`src/rtl/mul_sequencer_pkg.sv`:
```
// Shared CPU definitions used by the EX-stage multiply sequencer:
// ALU control codes and the sequencer state encoding.
package mul_sequencer_pkg;

  localparam logic [3:0] ALU_AND  = 4'b0000;
  localparam logic [3:0] ALU_OR   = 4'b0001;
  localparam logic [3:0] ALU_XOR  = 4'b0010;
  localparam logic [3:0] ALU_ADD  = 4'b0011;
  localparam logic [3:0] ALU_SUB  = 4'b0100;
  localparam logic [3:0] MUL_CODE = 4'b0101;

  typedef enum logic [1:0] {
    IDLE,
    BUSY,
    DONE
  } mul_state_e;

endpackage

```
`src/rtl/mul_sequencer_if.sv`:
```
// EX-stage multiply handshake: the pipeline side (master) presents the
// decoded instruction and operands, the sequencer (slave) answers with stall/done/result.
interface mul_sequencer_if #(
  parameter int WIDTH = 32
);

  logic [3:0]       ALUCtrl_i;
  logic             valid_i;
  logic             flush_i;
  logic [WIDTH-1:0] rs1_data_i;
  logic [WIDTH-1:0] rs2_data_i;
  logic             stall_o;
  logic             done_o;
  logic [WIDTH-1:0] result_o;

  modport master (
    output ALUCtrl_i, valid_i, flush_i, rs1_data_i, rs2_data_i,
    input  stall_o, done_o, result_o
  );

  modport slave (
    input  ALUCtrl_i, valid_i, flush_i, rs1_data_i, rs2_data_i,
    output stall_o, done_o, result_o
  );

endinterface

```
`src/rtl/mul_shift_add.sv`:
```
// Radix-2 shift-add datapath: one partial product is accumulated per step,
// all arithmetic modulo 2^WIDTH.
module mul_shift_add #(
  parameter int WIDTH = 32
) (
  input  logic             clk_i,
  input  logic             rst_i,
  input  logic             load_i,
  input  logic             step_i,
  input  logic [WIDTH-1:0] mcand_i,
  input  logic [WIDTH-1:0] mplier_i,
  output logic [WIDTH-1:0] acc_next_o
);

  logic [WIDTH-1:0] acc;
  logic [WIDTH-1:0] mcand;
  logic [WIDTH-1:0] mplier;

  // Accumulator value after the current step; also feeds the result register.
  assign acc_next_o = acc + (mplier[0] ? mcand : '0);

  always_ff @(posedge clk_i or posedge rst_i) begin
    if (rst_i) begin
      acc    <= '0;
      mcand  <= '0;
      mplier <= '0;
    end else if (load_i) begin
      acc    <= '0;
      mcand  <= mcand_i;
      mplier <= mplier_i;
    end else if (step_i) begin
      acc    <= acc_next_o;
      mcand  <= mcand << 1;
      mplier <= mplier >> 1;
    end
  end

endmodule

```
`src/rtl/mul_sequencer.sv`:
```
// Iterative MUL controller for EX: captures operands, stalls the pipeline for a
// fixed WIDTH-iteration shift-add, then presents the low product half for one cycle.
module mul_sequencer
  import mul_sequencer_pkg::*;
#(
  parameter int WIDTH = 32
) (
  input  logic           clk_i,
  input  logic           rst_i,
  mul_sequencer_if.slave bus
);

  localparam int CNT_W = (WIDTH > 1) ? $clog2(WIDTH) : 1;

  mul_state_e       state;
  mul_state_e       state_nxt;
  logic [CNT_W-1:0] cnt;
  logic             req;
  logic             last;
  logic             load;
  logic             step;
  logic             stall;
  logic             done;
  logic [WIDTH-1:0] acc_next;
  logic [WIDTH-1:0] result;

  assign req  = bus.valid_i & (bus.ALUCtrl_i == MUL_CODE) & ~bus.flush_i;
  assign last = (cnt == '0);

  mul_shift_add #(.WIDTH(WIDTH)) u_datapath (
    .clk_i      (clk_i),
    .rst_i      (rst_i),
    .load_i     (load),
    .step_i     (step),
    .mcand_i    (bus.rs1_data_i),
    .mplier_i   (bus.rs2_data_i),
    .acc_next_o (acc_next)
  );

  always_comb begin
    state_nxt = state;
    load      = 1'b0;
    step      = 1'b0;
    stall     = 1'b0;
    done      = 1'b0;
    case (state)
      IDLE: begin
        stall = req;
        if (req) begin
          load      = 1'b1;
          state_nxt = BUSY;
        end
      end
      BUSY: begin
        if (bus.flush_i) begin
          state_nxt = IDLE;
        end else begin
          stall = 1'b1;
          step  = 1'b1;
          if (last) state_nxt = DONE;
        end
      end
      DONE: begin
        // A squashed MUL must not be written back, even in its completion cycle.
        done      = ~bus.flush_i;
        state_nxt = IDLE;
      end
      default: state_nxt = IDLE;
    endcase
  end

  always_ff @(posedge clk_i or posedge rst_i) begin
    if (rst_i) begin
      state  <= IDLE;
      cnt    <= '0;
      result <= '0;
    end else begin
      state <= state_nxt;
      if (load)
        cnt <= CNT_W'(WIDTH - 1);
      else if (step && !last)
        cnt <= cnt - CNT_W'(1);
      if (step && last)
        result <= acc_next;
    end
  end

  assign bus.stall_o  = stall & ~rst_i;
  assign bus.done_o   = done;
  assign bus.result_o = result;

endmodule

```
`src/flat_wrapper.sv`:
```
// flat-port wrapper written by rule: the top's interface ports become plain ports
module mul_sequencer_flat import mul_sequencer_pkg::*;
#(
  parameter int WIDTH = 32
)
  (clk_i, rst_i, bus_ALUCtrl_i, bus_valid_i, bus_flush_i, bus_rs1_data_i, bus_rs2_data_i, bus_stall_o, bus_done_o, bus_result_o);
  mul_sequencer_if #(.WIDTH(WIDTH)) bus_i ();
  input  logic clk_i;
  input  logic rst_i;
  input wire logic [$bits(bus_i.ALUCtrl_i)-1:0] bus_ALUCtrl_i;
  input wire logic [$bits(bus_i.valid_i)-1:0] bus_valid_i;
  input wire logic [$bits(bus_i.flush_i)-1:0] bus_flush_i;
  input wire logic [$bits(bus_i.rs1_data_i)-1:0] bus_rs1_data_i;
  input wire logic [$bits(bus_i.rs2_data_i)-1:0] bus_rs2_data_i;
  output wire logic [$bits(bus_i.stall_o)-1:0] bus_stall_o;
  output wire logic [$bits(bus_i.done_o)-1:0] bus_done_o;
  output wire logic [$bits(bus_i.result_o)-1:0] bus_result_o;
  assign bus_i.ALUCtrl_i = bus_ALUCtrl_i;
  assign bus_i.valid_i = bus_valid_i;
  assign bus_i.flush_i = bus_flush_i;
  assign bus_i.rs1_data_i = bus_rs1_data_i;
  assign bus_i.rs2_data_i = bus_rs2_data_i;
  assign bus_stall_o = bus_i.stall_o;
  assign bus_done_o = bus_i.done_o;
  assign bus_result_o = bus_i.result_o;
  mul_sequencer #(.WIDTH(WIDTH)) u_core (.clk_i(clk_i), .rst_i(rst_i), .bus(bus_i));
endmodule
```
`config.mk`:
```
export PLATFORM = sky130hd
export DESIGN_NAME = mul_sequencer_flat
export DESIGN_NICKNAME = d
export VERILOG_FILES = /design/src/rtl/mul_sequencer_pkg.sv /design/src/rtl/mul_sequencer_if.sv /design/src/rtl/mul_shift_add.sv /design/src/rtl/mul_sequencer.sv /design/src/flat_wrapper.sv
export SDC_FILE = /design/constraint.sdc
export NUM_CORES = 1
export LEC_CHECK = 0
export CELL_PAD_IN_SITES_DETAIL_PLACEMENT = 2
export CELL_PAD_IN_SITES_GLOBAL_PLACEMENT = 2
export CORE_ASPECT_RATIO = 1.2
export CORE_UTILIZATION = 35
export DETAILED_ROUTE_END_ITERATION = 16
export PLACE_DENSITY_LB_ADDON = 0.15
export SLEW_MARGIN = 5
export SYNTH_ARGS = -nofsm -noshare
export SYNTH_HDL_FRONTEND = slang
export SYNTH_SLANG_ARGS = --single-unit
```
`constraint.sdc`:
```
create_clock -name clk_i -period 5.66 [get_ports clk_i]
set_input_delay 1.132 -clock clk_i [delete_from_list [all_inputs] [get_ports clk_i]]
set_output_delay 1.132 -clock clk_i [all_outputs]
set_load 0.05 [all_outputs]
```
* Word-level counts from Yosys, hierarchy flattened
Index checks and enable logic that the tools add are counted.
** Storage, ports and cells
- Output and inout bits :: 34
- Word-level logic and storage cells :: 45
- Bits in registers :: 135
- Input bits :: 72
** Cells by class
- Eq/ne operators :: 5
- Bitwise operators :: 5
- Multiplexer cells :: 19
- $add $sub $neg :: 2
- Reduce and logical (&&, ||, !) cells :: 8
** Operators by type and width (number)
- $mux 32 :: 7
- $add 32x32->32 :: 1
- $mux 5 :: 2
- $mux 2 :: 3
- $logic_not 5->1 :: 1
- $mux 1 :: 5
- $sub 5x1->5 const B :: 1
- $eq 4x3->1 const B :: 1
- $pmux 2 s2 :: 1
- $reduce_bool 2->1 :: 2
- $and 1x1->1 :: 3
- $ne 3x2->1 const B :: 1
- $eq 2x1->1 const B :: 1
- $eq 2x2->1 const B :: 1
- $logic_and 1x1->1 :: 2
- $logic_not 2->1 :: 1
- $ne 2x1->1 const B :: 1
- $not 1->1 :: 2
- $pmux 1 s2 :: 1
- $reduce_and 2->1 :: 1
- $logic_not 1->1 :: 1

* Depth between registers and ports, before layout
- Depth in word-level cells :: 6
- Gate-level depth with buffers :: 13
- Depth with buffers taken out :: 12

* Modules after synthesis
Synthesis repeated with hierarchy kept, for this count alone.
** Unflattened totals
- Cell total of the unflattened synthesis :: 786
- Area total of the unflattened synthesis :: 7962.6 µm²
** By module, submodules not included
- mul_shift_add :: instances 1, area an instance 6268.5 µm², cells an instance 679
- mul_sequencer :: instances 1, area an instance 1694.1 µm², cells an instance 107

* Least setup slack after synthesis
OpenSTA, ideal clock, no wires.
- Path kind :: input to output
- Start point :: in bus_ALUCtrl_i[3]
- End point :: out bus_stall_o
- Arrival :: 2.474 ns
- Cell stages on the path :: 5
- Path slack :: 2.054 ns
- Path buffers :: 1
- Cells stage by stage :: nand4b_1 > nor2_1 > o21ai_1 > clkbuf_1 > nor2_1
** Between the ends
- Longest elaborated chain between the ends :: 5
** Ends and longest elaborated chain
- start, declared :: line flat_wrapper.sv:10 : input wire logic [$bits(bus_i.ALUCtrl_i)-1:0] bus_ALUCtrl_i;
- $eq 4x3->1 :: line mul_sequencer.sv:27 : assign req = bus.valid_i & (bus.ALUCtrl_i == MUL_CODE) & ~bus.flush_i;
- $and 1x1->1 (2 in a row) :: line mul_sequencer.sv:27
- $pmux 1 s2 :: line mul_sequencer.sv:46 : case (state)
- $and 1x1->1 :: line mul_sequencer.sv:88 : assign bus.stall_o = stall & ~rst_i;
- end, declared :: line flat_wrapper.sv:15 : output wire logic [$bits(bus_i.stall_o)-1:0] bus_stall_o;
No other way between the ends.

* Final worst setup path
- Start point :: in bus_ALUCtrl_i[0]
- End point :: out bus_stall_o
Same word-level chain as after synthesis.

==> run metrics <==
Synth async-reset ratio=100%; critical path's slowest cell=clkdlybuf4s50_1; Core Rows=56; Max Clk Rate=239 MHz; Peak supply drop=0.212 mV; crit path kind=in2out; DR vias=5839; Max-Cap Viols=0; leak pwr=4.35 nW; setup violators final=0; Slew Viols, Final=0; register bit count reported by yosys=135; gr usage total=21.6%; total setup buffers inserted after CTS=0; vias in the first global route=6594; Synth Cell Area=0.00705 mm^2; largest net degree at the start of global routing=108; Antenna diodes=0; pwr/cell area=325 mW/mm^2; RSZ-0062 raised after global routing=false; Bufs on Longest Clock Path=2; initial DRC count=374; DRC Markers=0; slew margin rel.=26.5%; R2R setup slack=2.25 ns; Die ar.=0.0207 mm^2; count of hold buffers inserted by post-cts repair=0; minimum clock period=4.19 ns; CP required=4.53 ns; CTS sink count=135; number of I/O pins=106; remaining global-route overflow=0; Syn Nets=793; CP Launch Type=input pin; area of the multi-input gates=0.00328 mm^2; cts bufs inserted=17; dpl hpwl=14.7 mm; Hold Fails Final Rpt=0; htree depth=4; sequential fraction of the synthesis area=47.9%; # nets final=884; register area=0.00338 mm^2; initial core utilization=35.9%; Syn Inst Count=687; Tot Pwr=2.90 mW; Area Overhead vs Synth=26.3%; first-pass GRT wire length=34.8 mm; WL final=21.4 mm; top_reg_cell synth=dfrtp_1; fillers=2050; Clock transition at path regs=0.06 ns; WL/cell=20.3 um; Worst path max stage delay=0.83 ns; Die Span Y=157 um; Post-synth EDFFs=0; mean area per synthesized cell=10.3 um^2; CTS tree=yes; PostCTS Resize Cnt=0; Max Fanout on Critical Path=3; total negative slack=0 ns; WP data arrival=3.06 ns; WP buf/inv=2; Hold Path Class=reg2reg; Worst-Margin Slew=1.10 ns; CP delay by family, top=buffers and inverters; IO buf count=105; clk_lat worst skew=0.44 ns; worst path cell trace=clkdlybuf4s50_1, nand4b_1, nor2_1, o21ai_4, nor2_1, clkdlybuf4s50_1; drt first pass iters=6; vias per std cell=5.55; clock root buffer=clkbuf_16; Die W=132 um; share of layout cells above drive strength 1=10.2%; fin util=45.4%; fin crit share=74.1%; Setup crit end kind=primary output; final estimated routing congestion in global placement=0.828; Distinct cells, synth=61; core area=0.0196 mm^2; antenna viol nets, final=0; WHS=0.479 ns; Setup Skew=0.00854 ns; status=finished clean; initial antenna violation count=0; Synthesis Warnings=0
-- flip-flops by register name (all words and copies together), names as in the netlist --
| signal | cells |
|---|---|
| u_core.cnt | 5 |
| u_core.state | 2 |
| u_core.bus.result_o | 32 |
| u_core.u_datapath.mplier | 32 |
| u_core.u_datapath.acc | 32 |
| u_core.u_datapath.mcand | 32 |
-- cells by family after synthesis --
family	Yosys count	share of synthesized area, %
DFF	135	47.9
muxes	25	4.05
AOI/OAI and AO/OA	182	20.0
xor gates and xnor gates	32	4.19
adders and majority gates	34	6.14
and+or+nand+nor	176	11.9
buffers and inverters	103	5.73
-- Yosys cell counts (2+ instances only) --
cell	number	area, um^2
ha_1	33	413
xnor2_1	22	193
a222oi_1	48	480
or4b_1	2	20.0
a21o_1	4	30.0
xor2_1	9	78.8
a211oi_1	2	15.0
a211oi_2	2	25.0
a22o_1	28	245
clkbuf_1	34	128
and2_1	33	206
o21ai_0	18	90.1
buf_4	2	15.0
a21oi_1	27	135
o21ai_2	2	17.5
nor2b_1	4	25.0
a31oi_1	20	125
nand4_1	4	25.0
dfrtp_1	135	3380
nand3_1	11	55.1
mux2_2	24	270
o31ai_1	2	15.0
nor3_1	2	10.0
o21bai_1	5	37.5
o211ai_1	5	37.5
o21ai_1	6	30.0
nor3b_1	2	15.0
inv_1	62	233
nand2_1	75	282
and3_1	4	25.0
nor2_1	30	113
-- cell type report --
type	count	share of cell area, %
Clock buffer	17	4.78
Clock inverter	15	1.69
Inverter	63	2.71
Multi-Input combinational cell	449	36.8
Sequential cell	135	37.9
Tap cell	261	3.67
Timing Repair Buffer	112	12.4
-- per-stage QoR --
step                instances  area (um^2)  worst slack, ns
finish                   1052         8910             1.47
global route             1052         8910             1.40
CTS                      1052         8910             1.43
detailed placement       1020         8330             1.42
global placement         1020         8330             1.55
floorplan                 687         7050            0.917
-- per-layer routing --
layer / vias to the layer above / part of all wire [%] / global-route usage, %
met2: 111 / 53 / 40.5
met4: 0 / 1.4 / 6.42
met1: 3021 / 41 / 24.6
li1: 2676 / - / -
met3: 31 / 3.6 / 4.28
met5: - / 0 / 0
-- final timing paths --
check                                         endpoint                        start  cells past startpoint
min in group asynchronous      u_core.bus.result_o[19]                        rst_i                      2
max in group asynchronous  u_core.u_datapath.mcand[31]                        rst_i                      3
max reg2reg                    u_core.bus.result_o[30]  u_core.u_datapath.mplier[0]                     12
min reg2reg                    u_core.bus.result_o[15]      u_core.bus.result_o[15]                      2
min                            u_core.bus.result_o[15]      u_core.bus.result_o[15]                      2
max                                        bus_stall_o             bus_ALUCtrl_i[0]                      6
-- power by group --
| part | internal (mW) | total [mW] | switching [mW] | leakage [nW] |
|---|---|---|---|---|
| registers | 1.13 | 1.25 | 0.127 | 1.80 |
| clock network | 0.590 | 1.10 | 0.511 | 0.284 |
| logic | 0.252 | 0.546 | 0.294 | 2.27 |
| total | 1.97 | 2.90 | 0.931 | 4.35 |
-- worst register-to-register path, stage by stage, from the launching register on --
cell,delay [ns]
dfrtp_1,0.48
and2_1,0.19
ha_1,0.21
fa_1,0.42
a21oi_1,0.28
o2bb2ai_1,0.19
a21oi_2,0.27
o21ai_2,0.18
a32oi_2,0.33
nand2_2,0.14
a41oi_2,0.19
xnor2_1,0.13
mux2_2,0.28
-- placed cells by master, fill, tap and decap left out, drive strengths merged, types with 7 or more instances in the layout --
cell           instances
a21oi                 28
a222oi                48
a22o                  28
a31oi                 20
and2                  34
buf                    7
clkbuf                17
clkdlybuf4s50        105
dfrtp                135
ha                    33
inv                   75
mux2                  25
nand2                 76
nand3                 11
nor2                  30
o21ai                 26
xnor2                 22
xor2                   9
Power figures use the tool's default switching activity.
